<file path="src/rtl/uart_tx_arbiter.sv">
// Purpose: round-robin sharing of one uart_tx between NUM_REQ byte-stream requesters, one whole packet per grant.
// Latency: grant/ack/o_txBegin 1 cycle after i_req; next byte of a packet 1 + GAP_CYCLES cycles after i_txDone.
// Backpressure: a requester holds its byte until o_ack; o_txBegin and o_txData hold until uart_tx reports i_txBusy.
module uart_tx_arbiter #(
    parameter int NUM_REQ    = 2,
    parameter int GAP_CYCLES = 0
) (
    input  logic                   i_clock,
    input  logic                   i_resetN,
    input  logic [NUM_REQ-1:0]     i_req,
    input  logic [8*NUM_REQ-1:0]   i_data,
    input  logic [NUM_REQ-1:0]     i_last,
    output logic [NUM_REQ-1:0]     o_ack,
    output logic [NUM_REQ-1:0]     o_grant,
    output logic                   o_txBegin,
    output logic [7:0]             o_txData,
    input  logic                   i_txBusy,
    input  logic                   i_txDone,
    output logic                   o_busy
);
    localparam int IDXW = (NUM_REQ > 1) ? $clog2(NUM_REQ) : 1;
    localparam logic [7:0] GAP_LAST = (GAP_CYCLES > 0) ? 8'(GAP_CYCLES - 1) : 8'd0;

    typedef enum logic [1:0] {IDLE, START, SEND, GAP} state_t;

    state_t             state;
    logic [IDXW-1:0]    ptr;
    logic [IDXW-1:0]    grantIdx;
    logic [IDXW-1:0]    pickIdx;
    logic [IDXW-1:0]    cand;
    logic [NUM_REQ-1:0] pickOneHot;
    logic               anyReq;
    logic               lastFlag;
    logic               stepNow;
    logic [7:0]         gapCnt;

    // Round-robin search: the first requester above the pointer wins, wrapping around.
    always_comb begin
        pickIdx = '0;
        anyReq  = 1'b0;
        cand    = '0;
        for (int k = NUM_REQ; k >= 1; k--) begin
            cand = IDXW'((int'(ptr) + k) % NUM_REQ);
            if (i_req[cand]) begin
                pickIdx = cand;
                anyReq  = 1'b1;
            end
        end
        pickOneHot          = '0;
        pickOneHot[pickIdx] = 1'b1;
    end

    // The packet-continuation decision happens either straight on i_txDone or at the end of the gap.
    assign stepNow = ((state == SEND) && i_txDone && (GAP_CYCLES == 0)) ||
                     ((state == GAP) && (gapCnt == GAP_LAST));

    // Arbitration / byte sequencing FSM with registered outputs.
    always_ff @(posedge i_clock) begin
        if (!i_resetN) begin
            state     <= IDLE;
            ptr       <= IDXW'(NUM_REQ - 1);
            grantIdx  <= '0;
            lastFlag  <= 1'b0;
            gapCnt    <= '0;
            o_ack     <= '0;
            o_grant   <= '0;
            o_txBegin <= 1'b0;
            o_txData  <= '0;
            o_busy    <= 1'b0;
        end else begin
            o_ack <= '0;
            if (stepNow) begin
                if (!lastFlag && i_req[grantIdx]) begin
                    o_txData  <= i_data[{grantIdx, 3'b000} +: 8];
                    lastFlag  <= i_last[grantIdx];
                    o_ack     <= o_grant;
                    o_txBegin <= 1'b1;
                    state     <= START;
                end else begin
                    // Packet finished, or owner walked away mid-packet: release without ack.
                    ptr     <= grantIdx;
                    o_grant <= '0;
                    o_busy  <= 1'b0;
                    state   <= IDLE;
                end
            end else begin
                case (state)
                    IDLE: begin
                        if (anyReq) begin
                            grantIdx  <= pickIdx;
                            o_grant   <= pickOneHot;
                            o_ack     <= pickOneHot;
                            o_txData  <= i_data[{pickIdx, 3'b000} +: 8];
                            lastFlag  <= i_last[pickIdx];
                            o_txBegin <= 1'b1;
                            o_busy    <= 1'b1;
                            state     <= START;
                        end
                    end
                    START: begin
                        // uart_tx may run on a slow bit tick; keep begin up until it reports busy.
                        if (i_txBusy) begin
                            o_txBegin <= 1'b0;
                            state     <= SEND;
                        end
                    end
                    SEND: begin
                        if (i_txDone) begin
                            gapCnt <= '0;
                            state  <= GAP;
                        end
                    end
                    GAP: begin
                        gapCnt <= gapCnt + 8'd1;
                    end
                    default: begin
                        state <= IDLE;
                    end
                endcase
            end
        end
    end
endmodule

</file>
<file path="config.mk">
export PLATFORM = sky130hd
export DESIGN_NAME = uart_tx_arbiter
export DESIGN_NICKNAME = d
export VERILOG_FILES = /design/src/rtl/uart_tx_arbiter.sv
export SDC_FILE = /design/constraint.sdc
export NUM_CORES = 1
export LEC_CHECK = 0
export ABC_AREA = 1
export CAP_MARGIN = 30
export CORE_ASPECT_RATIO = 1.4
export CORE_MARGIN = 2
export CORE_UTILIZATION = 45
export CTS_BUF_LIST = sky130_fd_sc_hd__clkbuf_8
export DETAILED_ROUTE_END_ITERATION = 7
export GPL_TIMING_DRIVEN = 0
export PLACE_DENSITY = 0.77
export SLEW_MARGIN = 15
export SYNTH_ARGS = -nofsm -noshare
export SYNTH_HDL_FRONTEND = slang
export SYNTH_SLANG_ARGS = --single-unit
</file>
<file path="constraint.sdc">
create_clock -name i_clock -period 1.45 [get_ports i_clock]
set_input_delay 0.145 -clock i_clock [delete_from_list [all_inputs] [get_ports i_clock]]
set_output_delay 0.145 -clock i_clock [all_outputs]
set_load 0.01 [all_outputs]
</file>
# Yosys cells after proc, flatten, opt, wreduce, memory -nomap -nowiden
# Cells that the tools add are included.
# Widths: inputs -> output; s select.
word_totals:
  regBits: 27
  in_bits: 24
  wordCells: 99
classes:
  add_sub_neg: 3
  magnitude_cmp: 5
  eq_ne: 9
  shifts: 2
  muxes: 47
  bitwise: 2
  reduce_logical: 21
ops:
  columns: ["op", "count"]
  rows:
  - ["$mux 8", 5]
  - ["$shiftx 16x5->8", 2]
  - ["$mux 1", 27]
  - ["$mux 2", 11]
  - ["$pmux 8 s2", 1]
  - ["$reduce_and 3->1", 4]
  - ["$ne 3x3->1 const B", 3]
  - ["$add 8x1->8 const B", 1]
  - ["$logic_not 8->1", 1]
  - ["$lt 1x2->1 const B", 4]
  - ["$reduce_and 4->1", 2]
  - ["$pmux 2 s3", 1]
  - ["$reduce_bool 2->1", 3]
  - ["$eq 2x2->1 const B", 2]
  - ["$logic_and 1x1->1", 4]
  - ["$ne 2x2->1 const B", 2]
  - ["$reduce_and 2->1", 2]
  - ["$reduce_bool 4->1", 1]
  - ["$reduce_bool 3->1", 1]
  - ["$add 1x1->1 const B", 2]
  - ["$eq 2x1->1 const B", 1]
  - ["$logic_not 2->1", 1]
  - ["$ne 2x1->1 const B", 1]
  - ["$not 1->1", 2]
  - ["5 further kinds", 5]

# Longest topological paths before layout
depth:
  depth_word: 12
  depth_mapped: 12
  ltp_nobuf: 12

# Worst setup path after synthesis
# No wires, ideal clock.
synth_timing:
  kind: "reg-to-reg"
  startpoint: "reg state[0]"
  endpoint: "reg lastFlag"
  setup_ns: 0.113
  t_arrival_ns: 1.412
  slack_ns: -0.075
  stages_incl_launch_ff: 9
  period_less_slack_ns: 1.525
  cell_sequence: "dfxtp_1 -> inv_1 -> ha_1 -> nand2_1 -> nand3_1 -> nand3_1 -> nand2_1 -> nor2_1 -> nor2_1"
synth_between:
  elab_chain_cells: 5
  word_cells_on_any_way: 11
  classes_between: "3 x eq/ne; 1 x mux; 7 x reduce/logical"
synth_lines:
  columns: ["item", "line", "text"]
  rows:
  - ["start, declared", "26", "state_t state;"]
  - ["start signal, assigned", "60", "state <= IDLE;"]
  - ["start signal, assigned", "78", "state <= START;"]
  - ["start signal, assigned", "84", "state <= IDLE;"]
  - ["$eq 2x2->1, on equally long branches", "54, 55", null]
  - ["$logic_and 1x1->1, on equally long branches", "54, 55", null]
  - ["$logic_or 1x1->1", "54", "assign stepNow = ((state == SEND) && i_txDone && (GAP_CYCLES == 0)) ||"]
  - ["$ne 2x1->1 (no line) / $reduce_bool 2->1 (equally long branches)", null, null]
  - ["$reduce_and 3->1 (no line)", null, null]
  - ["end signal, assigned", "75", "lastFlag <= i_last[grantIdx];"]
  - ["end signal, assigned", "94", "lastFlag <= i_last[pickIdx];"]
  - ["end, declared", "33", "logic lastFlag;"]
# Several ways; a longest one is shown, not always the timed one.
# A chain may end at the register's enable or synchronous reset.

# Worst setup path in the final report
layout_timing:
  startpoint: "reg gapCnt[1]"
  endpoint: "reg o_txData[6]"
layout_between:
  elab_chain_cells: 5
  word_cells_on_any_way: 8
  classes_between: "1 x eq/ne; 1 x mux; 6 x reduce/logical"
layout_lines:
  columns: ["item", "line", "text"]
  rows:
  - ["start, declared", "35", "logic [7:0] gapCnt;"]
  - ["start signal, assigned", "114", "gapCnt <= gapCnt + 8'd1;"]
  - ["$logic_not 8->1 *", "55", "((state == GAP) && (gapCnt == GAP_LAST));"]
  - ["$logic_and 1x1->1 *", "55", null]
  - ["$logic_or 1x1->1 *", "54", null]
  - ["$ne 2x1->1 (no line) / $reduce_bool 2->1 (equally long branches)", null, null]
  - ["$reduce_and 3->1 (no line)", null, null]
  - ["end signal, assigned", "74", "o_txData <= i_data[{grantIdx, 3'b000} +: 8];"]
  - ["end signal, assigned", "93", "o_txData <= i_data[{pickIdx, 3'b000} +: 8];"]
  - ["end, declared", "16", "output logic [7:0] o_txData,"]
# Every way passes the cells marked *; elsewhere a longest branch is shown, timed or not.

==> results.txt <==
Leaving out fill and tap cells, the most frequent cell in the layout is clkdlybuf4s50_1. Yosys mapped a number of flops with a built-in enable equal to 0. Traced cell by cell, the critical path runs through inv_2, ha_4, nand2_4, nor2_4, nand3_4, nand2_8, nand2_8, nand2_8, clkinv_8, nand3_2, a21oi_2. The starting DRC count in detailed routing came out at slightly below 60. In the global route stage, overall resource usage came out at 0.223. The first-pass GRT wire length is 6.41 mm. Buffers placed on the I/O ports in this run total 37. The maximum number of pins on one net before global-route repair is 15. The number of standard cells in the layout, taps in and fillers out is about 310. TritonCTS built the clock tree. The total number of clock tree sinks came out at 27. The final clock skew is 0.00233 ns.

The tightest min-delay check is of the flip-flop to flip-flop type. Each instance of the synthesized netlist takes up on average 6.91 um2. The cell area that synthesis handed to floorplanning was 1510 um2. The detail-routed via count per cell came out at 5.30. The critical path endpoint category is a flip-flop. The standby leakage power is ~1.0 nW. The die boundary height is 72.6 um.

The DRC violations left came out at 0. The first-pass iteration count of the detailed router is 4. The final setup violation count is 15. The width of the die came out at 53 um. The standard cell area after detailed placement is 1950 um2.

The number of buffers between clock root and the deepest sink came out at 2. The reported max-cap violation count came out at 0. The post-route cell area is 2390 um2.

The delay of the slowest critical-path stage is 0.33 ns. The final layout contains 306 nets. The total of warnings raised by yosys came out at 0. After technology mapping, the gate count stands at 219. The cell total after placement is 295. The fraction of layout cells with a size suffix above 1 is 0.325.

The remaining global-route overflow came out at 0. Along the worst path, the maximum fanout reaches 7. The number of global-route vias before repair came out at 1537. The slew at the pin closest to its max-slew limit came out at ~0.53 ns. The congestion estimate from routability-driven global placement came to 0.804.

In the layout the commonest cells are clkdlybuf4s50_1, nand2_1, inv_1, dfxtp_1, nand3_1. The clock edge transition at the registers on the reported setup and hold paths is 0.09 ns. Setup repair after global routing could not meet its margin everywhere.

STA classifies the critical path startpoint as a flip-flop. Counting stages on the worst path, the most repeated cell is nand2_8. The post-route antenna net violation count is 0. The area of the placeable core is around 3200 um2. The arrival time of the worst setup path came out at 1.69 ns. The minimum clock period after layout is 1.55 ns. The final hold violation count came out at 0.

Summed over all layers, the routed wires come to 4.26 mm. The initial antenna violation count is 0. The die area is 3850 um2.

The maximum operating frequency is 0.647 GHz. The reg2reg setup slack is -0.1 ns. The number of CTS-inserted buffers is 3. The number of nets handed over by synthesis was 250.

The power per unit of standard cell area came out at 1490 nW/um2. The H-tree level count came out at 1. For this run, the leading register cell type out of synthesis is dfxtp_1. The final max-slew violation count is 0. The wire-length estimate of the detail-placed layout is 2.47 mm. Synthesis inferred 27 register bits. The effective utilization at floorplan is 0.480.

The headroom to the max-slew limit came out at 0.649. The flow ran to the end, but the final reports show violations. The share of the Yosys chip area taken by registers is 0.357. The clock insertion delay at the later pin of the skew report came out at approximately 0.27 ns. The wire length per cell is 13.6 um. Buffers inserted to repair hold after CTS numbered 0. The slowest cell on the critical path is dfxtp_2. In this run the worst setup path begins at gapCnt[1]$_SDFFE_PN0P_. The repair_antennas step left the layout with diodes totalling 0.

Yosys mapped the design onto 26 distinct sky130hd cell types. The least setup slack across all paths after layout is -0.0950 ns. In this run the critical register-to-register path is launched from gapCnt[1]$_SDFFE_PN0P_. The placement row count came out at 24. The startpoint-to-endpoint class of the critical path is flip-flop to flip-flop. The overall via count from detail_route came out at approximately 1.7k. The async set or reset register ratio after synthesis is 0.

The share of the cycle needed by the critical path after routing came out at 1.07. The number of placed I/O pins is 38. The checks that failed: setup timing. The maximum ir drop on the vdd rail is 1160 uV. The startpoint of the most critical hold path is o_txData[7]$_SDFFE_PN0P_.

STA puts the critical path data required time at 1.60 ns. Relative to the synthesized area, the layout overhead comes to 58.0%. The cell sitting at the root of the clock tree is a clkbuf_8.
-- metrics by stage --
step	hold slack, ns	utilization	total power [W]	setup slack [ns]	setup TNS (ns)
3_5_place_dp	0.456	0.617	0.00246	-0.166	-2.48
5_1_grt	0.491	0.758	0.00380	-0.180	-2.87
3_3_place_gp	0.451	0.617	0.00244	-0.158	-2.19
2_1_floorplan	0.283	-	0.00197	0.00462	0
6_report	0.466	0.758	0.00355	-0.0950	-1.01
4_1_cts	0.467	0.704	0.00320	-0.0654	-0.722
-- worst max-delay path: cells and delay by family (launching register included) --
family / cells / cell delay [ns]
buffers and inverters: 2 / 0.15
AOI/OAI and AO/OA: 1 / 0.05
DFF: 1 / 0.33
adders and majority gates: 1 / 0.14
and+or+nand+nor: 7 / 0.74
-- cell type report --
cell class | count | area (um2)
clock buffers | 3 | 41.3
inverters | 40 | 168
flip-flops and latches | 27 | 549
fillers | 230 | 763
repair buffers | 49 | 477
well taps | 39 | 48.8
plain buffers | 2 | 7.51
repair inverters | 1 | 11.3
clock inverters | 1 | 3.75
multi-input cells | 151 | 1080
-- cell usage after synthesis, types with 2 or more instances --
cell / number / area [um2]
nand3_1: 34 / 170
o21ai_1: 2 / 10.0
o211ai_1: 2 / 15.0
inv_2: 9 / 33.8
o21ai_0: 3 / 15.0
inv_1: 30 / 113
nand2_1: 38 / 143
a21oi_1: 20 / 100
nor2_1: 21 / 78.8
dfxtp_1: 27 / 541
ha_1: 7 / 87.6
nor3_1: 3 / 15.0
nand2_2: 6 / 37.5
nand2_4: 2 / 22.5
clkbuf_1: 2 / 7.51
or2_1: 2 / 12.5
nor2_4: 2 / 22.5
-- layer usage --
layer | GRT usage | up-vias | wire (um)
met4 | 0.148 | 0 | 95
li1 | - | 818 | -
met2 | 0.392 | 50 | 2390
met3 | 0.0225 | 6 | 162
met1 | 0.245 | 786 | 1620
met5 | 0 | - | 0
-- registers in the layout, summed over array words and instances (netlist names) --
name,cells
lastFlag,1
state,2
ptr,1
gapCnt,8
grantIdx,1
o_txData,8
o_ack,2
o_txBegin,1
o_grant,2
o_busy,1
-- logic make-up after synthesis --
family,share of synthesized area
AND/OR/NAND/NOR,0.367
AO/OA/AOI/OAI,0.112
flip-flops,0.357
buffers and inverters,0.106
adder cells (fa/ha/maj),0.0579
-- path summary, 6_finish.rpt --
kind | cells after the start | endpoint
max | 11 | o_txData[6]$_SDFFE_PN0P_
min | 2 | o_txData[7]$_SDFFE_PN0P_
max reg2reg | 11 | o_txData[6]$_SDFFE_PN0P_
min reg2reg | 2 | o_txData[7]$_SDFFE_PN0P_
-- where the power goes --
part	total, W	leakage, nW	internal (W)	switching, W
clock network	0.000421	0.0269	0.000190	0.000231
registers	0.00104	0.224	0.000924	0.000116
logic	0.00209	0.774	0.000917	0.00117
total	0.00355	1.02	0.00203	0.00152
-- what timing repair did --
item                                   4_1_cts  5_1_grt
buffers inserted                            10        2
gates cloned                                 2        0
endpoints found under the hold margin        0        0
resized for setup                           32       38
pin swaps                                   19        9
setup endpoints to repair                   21       23
No activity file was read; power rests on OpenSTA's default activity.
